File: config.mk
export PLATFORM = sky130hd
export DESIGN_NAME = alu_arbiter_flat
export DESIGN_NICKNAME = d
export VERILOG_FILES = /design/src/rtl/alu_arbiter_if.sv /design/src/rtl/alu_arbiter.sv /design/src/flat_wrapper.sv
export SDC_FILE = /design/constraint.sdc
export NUM_CORES = 1
export LEC_CHECK = 0
export CORE_AREA = 3 3 159 161
export CTS_BUF_LIST = sky130_fd_sc_hd__clkbuf_16
export DETAILED_ROUTE_END_ITERATION = 6
export DIE_AREA = 0 0 162 164
export PLACE_DENSITY_LB_ADDON = 0.12
export SLEW_MARGIN = 10
export SYNTH_ARGS = -nofsm -noshare
export SYNTH_HDL_FRONTEND = slang
export SYNTH_SLANG_ARGS = --single-unit
File: constraint.sdc
create_clock -name clk -period 2.85 [get_ports clk]
set_clock_uncertainty 0.15 [all_clocks]
set_input_delay 0.285 -clock clk [delete_from_list [all_inputs] [get_ports clk]]
set_output_delay 0.285 -clock clk [all_outputs]
set_load 0.005 [all_outputs]
File: src/rtl/alu_arbiter_if.sv
// alu_arbiter_if: request, ALU and response signals shared by alu_arbiter and its clients
interface alu_arbiter_if #(
  parameter int W = 32,
  parameter int N = 4,
  parameter int IDW = 2
);
  logic [N-1:0] req_valid;
  logic [N-1:0] req_ready;
  logic [N*W-1:0] req_a;
  logic [N*W-1:0] req_b;
  logic [N*3-1:0] req_op;
  logic [W-1:0] alu_a;
  logic [W-1:0] alu_b;
  logic [2:0] alu_op;
  logic [W-1:0] alu_result;
  logic alu_zero;
  logic rsp_valid;
  logic rsp_ready;
  logic [IDW-1:0] rsp_id;
  logic [W-1:0] rsp_result;
  logic rsp_zero;
  logic rsp_err;
  logic busy;
  modport slave (
    input req_valid, req_a, req_b, req_op, alu_result, alu_zero, rsp_ready,
    output req_ready, alu_a, alu_b, alu_op, rsp_valid, rsp_id, rsp_result, rsp_zero, rsp_err, busy
  );
  modport master (
    output req_valid, req_a, req_b, req_op, alu_result, alu_zero, rsp_ready,
    input req_ready, alu_a, alu_b, alu_op, rsp_valid, rsp_id, rsp_result, rsp_zero, rsp_err, busy
  );
endinterface

File: src/rtl/alu_arbiter.sv
// alu_arbiter: round-robin sharing of one external ALU among N requesters with a tagged response port
module alu_arbiter #(
  parameter int W = 32,
  parameter int N = 4,
  parameter int IDW = 2
) (
  input logic clk,
  input logic reset,
  alu_arbiter_if.slave bus
);
  typedef enum logic [1:0] {IDLE, EXEC, RESP} state_t;
  state_t state, state_n;
  logic [IDW-1:0] ptr, g, lo, hi, id_r, rsp_id;
  logic [W-1:0] a_r, b_r, rsp_result;
  logic [2:0] op_r;
  logic any, hit, legal, rsp_zero, rsp_err;
  always_comb begin
    any = 1'b0;
    hit = 1'b0;
    lo = '0;
    hi = '0;
    for (int i = N - 1; i >= 0; i--) begin
      if (bus.req_valid[i]) begin
        lo = IDW'(i);
        any = 1'b1;
        if (i >= int'(ptr)) begin
          hi = IDW'(i);
          hit = 1'b1;
        end
      end
    end
    g = hit ? hi : lo;
    state_n = state == IDLE ? (any ? EXEC : IDLE) : state == EXEC ? RESP : (bus.rsp_ready ? IDLE : RESP);
  end
  assign legal = op_r inside {3'b000, 3'b001, 3'b010, 3'b110, 3'b111};
  always_ff @(posedge clk) begin
    if (reset) begin
      state <= IDLE;
      ptr <= '0;
      a_r <= '0;
      b_r <= '0;
      op_r <= '0;
      id_r <= '0;
      rsp_id <= '0;
      rsp_result <= '0;
      rsp_zero <= 1'b0;
      rsp_err <= 1'b0;
    end else begin
      state <= state_n;
      if (state == IDLE && any) begin
        a_r <= bus.req_a[g*W +: W];
        b_r <= bus.req_b[g*3*0 + g*W +: W];
        op_r <= bus.req_op[g*3 +: 3];
        id_r <= g;
        ptr <= g == IDW'(N - 1) ? '0 : g + 1'b1;
      end
      if (state == EXEC) begin
        rsp_id <= id_r;
        rsp_result <= legal ? bus.alu_result : '0;
        rsp_zero <= legal ? bus.alu_zero : 1'b1;
        rsp_err <= !legal;
      end
    end
  end
  assign bus.req_ready = (state == IDLE && any && !reset) ? N'(1) << g : '0;
  assign bus.alu_a = a_r;
  assign bus.alu_b = b_r;
  assign bus.alu_op = op_r;
  assign bus.rsp_valid = state == RESP;
  assign bus.rsp_id = rsp_id;
  assign bus.rsp_result = rsp_result;
  assign bus.rsp_zero = rsp_zero;
  assign bus.rsp_err = rsp_err;
  assign bus.busy = state != IDLE;
endmodule

File: src/flat_wrapper.sv
// flat-port wrapper written by rule: the top's interface ports become plain ports
module alu_arbiter_flat 
#(
  parameter int W = 32,
  parameter int N = 4,
  parameter int IDW = 2
)
  (clk, reset, bus_req_valid, bus_req_a, bus_req_b, bus_req_op, bus_alu_result, bus_alu_zero, bus_rsp_ready, bus_req_ready, bus_alu_a, bus_alu_b, bus_alu_op, bus_rsp_valid, bus_rsp_id, bus_rsp_result, bus_rsp_zero, bus_rsp_err, bus_busy);
  alu_arbiter_if #(.W(W), .N(N), .IDW(IDW)) bus_i ();
  input logic clk;
  input logic reset;
  input wire logic [$bits(bus_i.req_valid)-1:0] bus_req_valid;
  input wire logic [$bits(bus_i.req_a)-1:0] bus_req_a;
  input wire logic [$bits(bus_i.req_b)-1:0] bus_req_b;
  input wire logic [$bits(bus_i.req_op)-1:0] bus_req_op;
  input wire logic [$bits(bus_i.alu_result)-1:0] bus_alu_result;
  input wire logic [$bits(bus_i.alu_zero)-1:0] bus_alu_zero;
  input wire logic [$bits(bus_i.rsp_ready)-1:0] bus_rsp_ready;
  output wire logic [$bits(bus_i.req_ready)-1:0] bus_req_ready;
  output wire logic [$bits(bus_i.alu_a)-1:0] bus_alu_a;
  output wire logic [$bits(bus_i.alu_b)-1:0] bus_alu_b;
  output wire logic [$bits(bus_i.alu_op)-1:0] bus_alu_op;
  output wire logic [$bits(bus_i.rsp_valid)-1:0] bus_rsp_valid;
  output wire logic [$bits(bus_i.rsp_id)-1:0] bus_rsp_id;
  output wire logic [$bits(bus_i.rsp_result)-1:0] bus_rsp_result;
  output wire logic [$bits(bus_i.rsp_zero)-1:0] bus_rsp_zero;
  output wire logic [$bits(bus_i.rsp_err)-1:0] bus_rsp_err;
  output wire logic [$bits(bus_i.busy)-1:0] bus_busy;
  assign bus_i.req_valid = bus_req_valid;
  assign bus_i.req_a = bus_req_a;
  assign bus_i.req_b = bus_req_b;
  assign bus_i.req_op = bus_req_op;
  assign bus_i.alu_result = bus_alu_result;
  assign bus_i.alu_zero = bus_alu_zero;
  assign bus_i.rsp_ready = bus_rsp_ready;
  assign bus_req_ready = bus_i.req_ready;
  assign bus_alu_a = bus_i.alu_a;
  assign bus_alu_b = bus_i.alu_b;
  assign bus_alu_op = bus_i.alu_op;
  assign bus_rsp_valid = bus_i.rsp_valid;
  assign bus_rsp_id = bus_i.rsp_id;
  assign bus_rsp_result = bus_i.rsp_result;
  assign bus_rsp_zero = bus_i.rsp_zero;
  assign bus_rsp_err = bus_i.rsp_err;
  assign bus_busy = bus_i.busy;
  alu_arbiter #(.W(W), .N(N), .IDW(IDW)) u_core (.clk(clk), .reset(reset), .bus(bus_i));
endmodule
-- Word-level counts from Yosys, hierarchy flattened
Cells that the tools add are included.
- $add $sub $neg: 1
- $mul: 1
- $lt $le $gt $ge: 3
- equality and inequality tests: 7
- shift operators: 4
- muxes and demuxes: 29
- reductions and logical operators: 8
- operators by type and width (cell ; count):
    128-bit by 8-bit indexed part select with 32-bit output ; 2
    32-bit two-way mux ; 1
    2-bit two-way mux ; 15
    1-bit two-way mux ; 12
    12-bit by 5-bit indexed part select with 3-bit output ; 1
    3-bit == test, second input constant ; 2
    5-bit nonzero test ; 1
    2-bit == test, second input constant ; 2
    1-bit by 2-bit greater-or-equal comparator with 1-bit output, first input constant ; 2
    2-bit by 2-bit multiplier with 4-bit output, second input constant ; 1
    4-bit two-way mux ; 1
    1-bit by 2-bit << shifter with 4-bit output, first input constant ; 1
    3-bit by 1-bit == test with 1-bit output, second input constant ; 1
    3-bit by 2-bit == test with 1-bit output, second input constant ; 1
    3-bit zero test ; 1
    2-bit by 1-bit adder with 2-bit output, second input constant ; 1
    2-bit by 1-bit == test with 1-bit output, second input constant ; 1
    2-bit greater-or-equal comparator, first input constant ; 1
    1-bit logical AND ; 2
    1-bit zero test ; 2
    2-bit zero test ; 1
    2-bit nonzero test ; 1
- flip-flop bits (word level): 109
- input port bits: 308
- output and inout bits: 109
- logic and storage cells: 63

-- Depth between registers and ports, before layout
- word-level depth: 10
- depth in mapped cells: 9
- mapped depth without buffers: 5

-- Worst setup path before layout
No wires, ideal clock.
- path type: register to register
- start point: register u_core.ptr[1]
- end point: register u_core.b_r[14], in the netlist u_core.bus.alu_b[14]
- setup time: 0.122 ns
- arrival: 1.797 ns
- required time: 2.578 ns
- path slack: 0.781 ns
- cell stages (with the launch flop): 10
- buffers on the path: 4
- clock period less this slack: 2.069 ns
- path through: dfxtp_1 -> clkbuf_2 -> nand2_1 -> a211o_1 -> and2_1 -> buf_2 -> and3_1 -> buf_6 -> buf_6 -> a221o_1
- longest elaborated chain between the ends: 9
- elaborated cells on any way between the ends: 17
- those cells by class: order compare: 3; shift: 1; mux: 13
- ends and longest elaborated chain (item ; line ; RTL):
    start: declaration ; alu_arbiter.sv:13 ; logic [IDW-1:0] ptr, g, lo, hi, id_r, rsp_id;
    start signal: assignment ; alu_arbiter.sv:55 ; ptr <= g == IDW'(N - 1) ? '0 : g + 1'b1;
    2-bit greater-or-equal comparator ; alu_arbiter.sv:26 ; if (i >= int'(ptr)) begin
    2-bit two-way mux / 1-bit two-way mux (equally long branches) ; alu_arbiter.sv:26 ;
    2-bit two-way mux / 1-bit two-way mux (equally long branches) ; alu_arbiter.sv:23 ; if (bus.req_valid[i]) begin
    2-bit two-way mux / 1-bit two-way mux (equally long branches) ; alu_arbiter.sv:26 ;
    2-bit two-way mux / 1-bit two-way mux (equally long branches) ; alu_arbiter.sv:23 ;
    2-bit two-way mux / 1-bit two-way mux (equally long branches) ; alu_arbiter.sv:26 ;
    2-bit two-way mux / 1-bit two-way mux (equally long branches) ; alu_arbiter.sv:23 ;
    2-bit two-way mux * ; alu_arbiter.sv:32 ; g = hit ? hi : lo;
    128-bit by 8-bit indexed part select with 32-bit output * ; alu_arbiter.sv:52 ; b_r <= bus.req_b[g*3*0 + g*W +: W];
    end signal: assignment ; alu_arbiter.sv:52 ;
    end: declaration ; alu_arbiter.sv:14 ; logic [W-1:0] a_r, b_r, rsp_result;
Every way passes the cells marked *; elsewhere a longest branch is shown, timed or not.
A chain may end at the register's enable or synchronous reset.

-- Final worst setup path
- start point: input port bus_req_valid[1]
- end point: output port bus_req_ready[3]
- longest elaborated chain between the ends: 6
- elaborated cells on any way between the ends: 15
- those cells by class: shift: 1; mux: 12; reduce/logical: 2
- ends and longest elaborated chain (item ; line ; RTL):
    start: declaration ; flat_wrapper.sv:12 ; input wire logic [$bits(bus_i.req_valid)-1:0] bus_req_valid;
    2-bit two-way mux / 1-bit two-way mux (equally long branches) ; alu_arbiter.sv:23 ;
    2-bit two-way mux / 1-bit two-way mux (equally long branches) ; alu_arbiter.sv:26 ;
    2-bit two-way mux / 1-bit two-way mux (equally long branches) ; alu_arbiter.sv:23 ;
    2-bit two-way mux ; alu_arbiter.sv:32 ;
    1-bit by 2-bit << shifter with 4-bit output ; alu_arbiter.sv:65 ; assign bus.req_ready = (state == IDLE && any && !reset) ? N'(1) << g : '0;
    4-bit two-way mux * ; alu_arbiter.sv:65 ;
    end: declaration ; flat_wrapper.sv:19 ; output wire logic [$bits(bus_i.req_ready)-1:0] bus_req_ready;
Marks and branches as above.

==> out/results.tsv <==
stage	metric	value	unit
sta	drv_slew	0	
cts	ctsHoldBuffers	0	
synthesis	netlist.area_leader.share	36.1	%
drt	dr_total_vias	7358	
drt	antenna_left	0	
drt	wirelength	29900	µm
sta	finalHoldViolations	0	
cts	clk_latency	360	ps
worst_setup_path	critical_path.top_delay_family	buffers and inverters	
sta	finalCritPeriodShare	96.4	%
worst_setup_path	worst_path_largest_cell_delay	530	ps
synthesis	synth_warnings	0	
cts	cts-root-buf	clkbuf_16	
die	io_pins	417	
outcome	status	finished clean	
finish	finish.utilization	45.3	%
drt	first_pass_iters	5	
finish	fill_cells	2409	
cts	clock_sinks	109	
placement	place.gp.congestion	0.850	
synthesis	ys_top_cells_by_area	dfxtp_1, a221o_1, nand2_1, a21boi_0, o31ai_1	
flow_run	drv_cap	0	
sta	tightest_slew	929	ps
worst_setup_path	cp.arrival	2310	ps
synthesis	synth-main-ff-cell	dfxtp_1	
worst_setup_path	endpoint_kind	output pin	
finish	final_nets	1417	
global_route	antenna_found_initial	2	
synthesis	synthTopCellsByCount	dfxtp_1, nand2_1, clkbuf_1, o21ai_0	
cts	ctsHtreeMaxLevel	3	
worst_setup_path	cp_num_buf_inv	2	
sta	worst_slack	103	ps
drt	viasPerCell	5.11	
sta	holdWs	307	ps
synthesis	synth_area	6050	µm²
worst_setup_path	reg2reg_slack	500	ps
synthesis	synth-seq-area-share	36.1	%
synthesis	synth_cells	737	
die	dieArea	26600	µm²
cts	clk_pin_slew_worst_paths	80	ps
worst_hold_path	min_path_type	flop to flop	
pwr	power_density	507	nW/µm²
worst_setup_path	worst_ep_required_time	2410	ps
cts	postCtsResizedCells	0	
sta	max_freq	364	MHz
finish	multi_input_area	3530	µm²
sta	rsz0062_at_grt	no	
synthesis	syn-num-nets	1045	
sta	maxSlewHeadroom	38.1	%
die	die_w	162	µm
worst_setup_path	crit_fanout	5	
placement	portBuffers	416	
global_route	grt-ovfl-total	0	
worst_setup_path	cp_slowest_cell	clkdlybuf4s50_1	
drt	drtIter0Drc	437	
synthesis	postSynthAreaPerCell	8.21	µm²
pwr	ir_drop	0.225	mV
placement	dp_hpwl	21100	µm
synthesis	synth_area_leader_cell	dfxtp_1	
cts	tritoncts	done	
finish	seqCellArea	2180	µm²
drt	drc_errors	0	
finish	areaGrowthSynthToFinish	80.6	%
sta	tns	0	ps
synthesis	synth_seq_cells	109	
synthesis	yosysUniqueCellTypes	40	
global_route	grt_pass1_vias	7438	
worst_setup_path	crit_chain	clkdlybuf4s50_1, nor2b_1, a211o_1, and2_2, and3_2, clkdlybuf4s50_1	
placement	pre_cts_ws	-12.3	ps
sta	setup_viol	0	
cts	cts_setup_buffers	0	
pwr	p_leak	0.00398	µW
drt	wl_per_cell	20.8	µm
global_route	grt_first_pass_wirelength	44400	µm
global_route	grt_max_degree	71	
die	coreArea	24100	µm²
finish	drive_gt1_share	6.10	%
cts	cts_buffers	9	
die	die_y	164	µm
die	initial_core_util	25.1	%
die	rows	57	
synthesis	synthArstFlopShare	0	%
sta	fin_crit	2750	ps
cts	cts.path.max_buffers	2	
worst_setup_path	crit_type	input port to output pin	
worst_setup_path	cpMostUsedCell	clkdlybuf4s50_1	
worst_setup_path	startpoint_type	input port	
synthesis	synth_edf_count	0	
global_route	gr-usage-all-layers	21.3	%
registers in the layout, summed over array words and instances (netlist names):
name,cells
u_core.bus.alu_a,32
u_core.bus.alu_b,32
u_core.bus.alu_op,3
u_core.bus.rsp_err,1
u_core.bus.rsp_id,2
u_core.bus.rsp_result,32
u_core.bus.rsp_zero,1
u_core.id_r,2
u_core.ptr,2
u_core.state,2
worst register-to-register path: stages (launching register included):
cell and delay (ps):
dfxtp_1 400, and2b_1 260, o21ba_2 240, nor3_2 140
and3_2 270, buf_4 520, a221o_1 320
worst paths after layout:
path	start	endpoint	cells past startpoint
worst max register to register	u_core.ptr[0]	u_core.bus.alu_a[5]	6
worst min register to register	u_core.id_r[0]	u_core.bus.rsp_id[0]	2
worst min-delay path	u_core.id_r[0]	u_core.bus.rsp_id[0]	2
worst max-delay path	bus_req_valid[1]	bus_req_ready[3]	6
cells in the final DEF, fill, tap and decap left out, drive strengths merged, types with 5 or more instances in the layout:
| cell type | instances |
|---|---|
| nor2 | 37 |
| nand3 | 19 |
| mux2i | 36 |
| o21ai | 53 |
| clkdlybuf4s50 | 416 |
| o221ai | 19 |
| a21oi | 6 |
| clkbuf | 9 |
| a22oi | 32 |
| a21boi | 49 |
| nand2 | 109 |
| dfxtp | 109 |
| inv | 9 |
| nor2b | 5 |
| buf | 33 |
| nand4 | 49 |
| a221o | 49 |
| o31ai | 50 |
metrics by stage:
step | instances | area, µm² | total power (µW)
detailed placement | 1422 | 10600 | 4220
global route | 1440 | 10900 | 5860
floorplan | 737 | 6050 | 2900
global placement | 1422 | 10600 | 4220
finish | 1440 | 10900 | 5540
CTS | 1438 | 10900 | 5620
cells by family (layout without fill, tap and decap cells):
family	after synthesis	after routing	synth area share (%)
AO/OA/AOI/OAI	269	269	33.7
other	0	2	0
buffers and inverters	93	470	6.85
multiplexers	36	36	5.96
flip-flops	109	109	36.1
AND/OR/NAND/NOR	230	230	17.4
layer usage:
layer  part of all wire, %  wire length [µm]  global-route usage [%]  vias to the layer above
met5                     0                 0                       0                        -
met4                   2.2               649                    6.24                        0
met3                   8.5              2530                    6.03                       36
met2                    49             14600                    36.9                      325
met1                    41             12200                    25.7                     3445
li1                      -                 -                       -                     3552
power breakdown:
| part | internal (µW) | switching (µW) | total (µW) |
|---|---|---|---|
| logic | 1260 | 1010 | 2280 |
| clock network | 641 | 723 | 1360 |
| registers | 1760 | 136 | 1900 |
| total | 3670 | 1870 | 5540 |
layout make-up:
type / instances / area share (%)
inverters: 5 / 0.172
flip-flops and latches: 109 / 20.0
repair buffers: 449 / 40.9
clock inverters: 7 / 0.836
well taps: 324 / 3.71
multi-input cells: 535 / 32.3
diodes: 2 / 0.0458
clock buffers: 9 / 2.06
Note: power is estimated with default switching activity, not from simulation.
==> variant 1 (config.mk and constraints unchanged) <==
Make the reset (`reset`) asynchronous in one clocked block.
--- a/src/rtl/alu_arbiter.sv
+++ b/src/rtl/alu_arbiter.sv
@@ -34,5 +34,5 @@
   end
   assign legal = op_r inside {3'b000, 3'b001, 3'b010, 3'b110, 3'b111};
-  always_ff @(posedge clk) begin
+  always_ff @(posedge clk or posedge reset) begin
     if (reset) begin
       state <= IDLE;
Formal check against the unedited RTL: differs if reset is asserted again (counterexample within 4 cycles, from zero or initial values and one cycle with reset high); with reset held inactive, the same outputs for 4 cycles.
==> variant 1 against the original RTL <==
Via count is 6.0% lower. Routed wire length is 1.4% lower. Sequential cell count stayed put. Final area is 3.3% higher. Setup slack better by 0.016 ns. Die area stayed put. Synthesized area is 4.8% higher. Highest routed layer unchanged.
Power is not compared: it rests on default switching activity, and its combinational part moved more than twofold at a synthesized area within 25%.
==> variant 1: results (changes against the original RTL) <==
place:
  gp_congestion: 0.792  # -6.8%
  hpwl_um: 21400  # +1.6%
  placed_area_sq_mm: 0.0110  # +3.4%
synthesis:
  synth-compound-area-share_pct: 27.0  # -6.7 points
  syn_nets: 927  # -11%
  netlist_area_sq_mm: 0.00634  # +4.8%
  synthAdderAreaFrac_pct: 0.789  # +0.79 points
  netlist_top_cells_count: "dfrtp_1 (109), clkbuf_1 (54), a21oi_1 (50), a221o_1 (48)"
  synthArstFlopShare_pct: 100  # +100 points
  synth_area_leaders: "dfrtp_1 (43%), a221o_1 (7.6%), mux2_1 (6.9%), o31ai_1 (5.6%), a211oi_1 (4.7%)"
  synth_cell_types: 34  # -15%
  muxShareOfSynthArea_pct: 11.7  # +5.7 points
worst_setup_path:
  slowest_stage: "clkdlybuf4s50_1"
  ff2ff_setup_slack_ns: 0.37  # -0.13 ns
  rr_endpoint: "u_core.bus.alu_b[31]"
  startpoint: "u_core.ptr[1]"
finish:
  multi_input_area_sq_mm: 0.00330  # -6.3%
  nNetsFinal: 1310  # -7.6%
  clockNetworkAreaShare_pct: 2.73  # -0.17 points
  buffer_area_share_pct: 39.9  # -1.1 points
  seqCellArea_sq_mm: 0.00273  # +25%
  multi_input_gates: 421  # -21%
  postLayoutCoreUtil_pct: 46.8  # +1.5 points
  n_antenna_cell: 1  # -1
  inverters: 8  # +3
  drive_above_1_share_pct: 7.18  # +1.1 points
worst_hold_path:
  holdCritPathClass: "primary input to asynchronous set/reset pin"
global_routing:
  met1_usage_pct: 26.3  # +0.63 points
  grt_max_degree: 54  # -24%
  grt_pass1_wl_um: 43700  # -1.5%
  antenna_found_initial: 1  # -1
  grt_usage_pct: 21.3  # +0.048 points
  use_met2_pct: 35.9  # -0.97 points
  grt_pass1_vias: 7048  # -5.2%
  use_met3_pct: 6.08  # +0.050 points
detailed_routing:
  drt-met1-wl_um: 11900  # -2.1%
  wl_um: 29500  # -1.4%
  dr.pass1.iters: 7  # +2
  met3_length_um: 2460  # -2.9%
  first_iter_violations: 383  # -12%
  wl_met2_um: 14300  # -1.5%
  dr_total_vias: 6913  # -6.0%
status:
  status: "finished clean"
clocking:
  post_cts_resized: 3  # +3
  htree_levels: 3  # unchanged
sta:
  max_slew.worst_pin.slew_ns: 0.677  # -0.252 ns
## variant 1: changes by cell type after synthesis, sizes merged, moves of 44 or more
cell | unedited run | this run
a21boi | 49 | 2
o21ai | 53 | 2
nand2 | 109 | 13
a21oi | 6 | 50
mux2 | 0 | 47
dfrtp | 0 | 109
dfxtp | 109 | 0
## variant 1: power breakdown
group          switching [W]  leakage (nW)  internal [W]  total, W
Clock               0.000641         0.155      0.000698   0.00134
Sequential          0.000441          1.34       0.00227   0.00272
Combinational        0.00241          3.03       0.00293   0.00534
Total                0.00350          4.52       0.00590   0.00940
## variant 1: metrics by stage
stage	std cells	setup WS (ns)	setup TNS (ns)	total power, W	hold slack [ns]
finish	1328	0.119	0	0.00940	0.108
global route	1328	0.000976	0	0.0100	0.130
CTS	1327	0.0142	0	0.00952	0.110
detailed placement	1311	-0.0146	-0.0207	0.00814	0.299
global placement	1311	0.0400	0	0.00810	0.301
floorplan	615	0.0321	0	0.00525	0.226
==> variant 2 (config.mk and constraints unchanged) <==
Without the edit above. `IDW` is set to 2 in 3 places; all go to 1.
--- a/src/rtl/alu_arbiter_if.sv
+++ b/src/rtl/alu_arbiter_if.sv
@@ -3,5 +3,5 @@
   parameter int W = 32,
   parameter int N = 4,
-  parameter int IDW = 2
+  parameter int IDW = 1
 );
   logic [N-1:0] req_valid;
--- a/src/rtl/alu_arbiter.sv
+++ b/src/rtl/alu_arbiter.sv
@@ -3,5 +3,5 @@
   parameter int W = 32,
   parameter int N = 4,
-  parameter int IDW = 2
+  parameter int IDW = 1
 ) (
   input logic clk,
--- a/src/flat_wrapper.sv
+++ b/src/flat_wrapper.sv
@@ -4,5 +4,5 @@
   parameter int W = 32,
   parameter int N = 4,
-  parameter int IDW = 2
+  parameter int IDW = 1
 )
   (clk, reset, bus_req_valid, bus_req_a, bus_req_b, bus_req_op, bus_alu_result, bus_alu_zero, bus_rsp_ready, bus_req_ready, bus_alu_a, bus_alu_b, bus_alu_op, bus_rsp_valid, bus_rsp_id, bus_rsp_result, bus_rsp_zero, bus_rsp_err, bus_busy);
Ports: changed (resized bus_rsp_id); port bits go from 417 to 416. No check against the original RTL was run, so the function may have changed too.
==> variant 2 against the original RTL <==
Via count shrank 44%. Count of clock-buffer cells in the layout is the same. Total power decreased by 26%. Final area down 32%. Global-route usage decreased by 9.2 points. Synthesized area down 34%. Setup slack improved by 0.33 ns. Sequential cell count shrank 3. Largest cell class unchanged. Core utilization decreased by 15 points. Largest power group is now registers. Routed wire length is 44% lower. Critical path depth is 3 lower. Critical path type is now flip-flop to output pin.
==> variant 2: results (changes against the original RTL) <==
place:
  hpwl_um: 12100  # -42%
  gp_congestion: 0.705  # -17%
  placed_area_sq_mm: 0.00712  # -33%
  portBuffers: 279  # -33%
global_routing:
  antenna_found_initial: 0  # -2
  grt_usage_pct: 12.1  # -9.2 points
  grt_pass1_wl_um: 24800  # -44%
  grt_max_degree: 54  # -24%
  grt_pass1_vias: 4261  # -43%
status:
  status: "finished clean"
worst_setup_path:
  ff2ff_setup_slack_ns: 0.74  # +0.24 ns
  crit_path_end: "bus_req_ready[0]"
  r2r_cells: 4  # -2
  r2r-start: "u_core.state[1]"
  rr_endpoint: "u_core.bus.alu_a[9]"
  critical_path.max_stage_delay_ns: 0.60  # +0.07 ns
  critPathKind: "flip-flop to output pin"
  critPathTopFamily: "simple AND/OR/NAND/NOR gates"
  crit_fanout: 6  # +1
finish:
  nNetsFinal: 947  # -33%
  n_antenna_cell: 0  # -2
  n_fill_cell: 2552  # +5.9%
sta:
  slew_headroom_pct: 57.1  # +19 points
  whs_ns: 0.307  # -0.000149 ns
synthesis:
  synth_cell_types: 29  # -28%
  ys_seq_area_share_pct: 53.1  # +17 points
  netlist_top_cells_count: "dfxtp_1 (106), a221o_1 (67), and3_1 (67), nor2_1 (38), a22oi_1 (32)"
detailed_routing:
  first_iter_violations: 202  # -54%
  wl_um: 16700  # -44%
  dr_total_vias: 4111  # -44%
  dr.pass1.iters: 6  # +1
pwr:
  p_leak_nw: 2.94  # -26%
  p_sw_w: 0.00114  # -39%
  peakVddDrop_mv: 0.262  # +17%
[variant 2: cell types whose count changed after synthesis, moves of 47 or more]
| cell | before | now |
|---|---|---|
| a21boi_0 | 49 | 0 |
| and3_1 | 1 | 67 |
| nand2_1 | 109 | 4 |
| o31ai_1 | 49 | 0 |
| o21ai_0 | 52 | 0 |
| clkbuf_1 | 68 | 21 |
| nand4_1 | 49 | 0 |
[variant 2: how the worst min path moves through the flow]
stage / depth (start not counted) / from / to
finish: 2 / u_core.bus.rsp_id / u_core.bus.rsp_id
global route: 1 / u_core.id_r / u_core.id_r
CTS: 2 / u_core.id_r / u_core.bus.rsp_id
detailed placement: 1 / u_core.id_r / u_core.id_r
global placement: 1 / u_core.id_r / u_core.id_r
floorplan: 2 / bus_req_valid[1] / u_core.state[0]
[variant 2: final cells by class]
cell class | instances | area (sq um) | share of cell area [%]
clock buffers | 9 | 225 | 3.05
repair buffers | 290 | 2890 | 39.0
clock inverters | 7 | 53.8 | 0.727
flip-flops and latches | 106 | 2120 | 28.7
well taps | 324 | 405 | 5.48
inverters | 1 | 3.75 | 0.0508
multi-input cells | 231 | 1700 | 23.0
[variant 2: worst min-delay path, cell delays in order, from the launching register on]
cell,delay (ns)
dfxtp_1,0.31
nand2_1,0.05
a21oi_1,0.05
[variant 2: metrics by stage]
step	instances	setup WS, ns	power, W
finish	968	0.429	0.00409
global placement	952	0.437	0.00291
CTS	968	0.368	0.00420
detailed placement	952	0.380	0.00292
global route	968	0.335	0.00432
floorplan	379	1.12	0.00218
[variant 2: power groups by stage]
stage / Sequential, W / Combinational [W] / Clock (W)
global placement: 0.00179 / 0.00112 / 0
CTS: 0.00176 / 0.00113 / 0.00130
finish: 0.00176 / 0.00111 / 0.00122
detailed placement: 0.00179 / 0.00113 / 0
floorplan: 0.00180 / 0.000382 / 0
global route: 0.00178 / 0.00120 / 0.00133
[variant 2: layer usage]
metal,part of all wire [%],global-route usage (%),vias to the layer above
li1,-,-,1973
met3,8.8,5.27,8
met1,42,14.3,1962
met2,48,20.5,168
met5,0,0,-
met4,0.77,2.56,0
[variant 2: cell families after synthesis]
group                  Yosys count  synth area share (%)
flip-flops                     106                  53.1
AO/OA/AOI/OAI                  103                  23.9
AND/OR/NAND/NOR                126                  17.7
buffers and inverters           42                  5.19
other                            1                0.0938
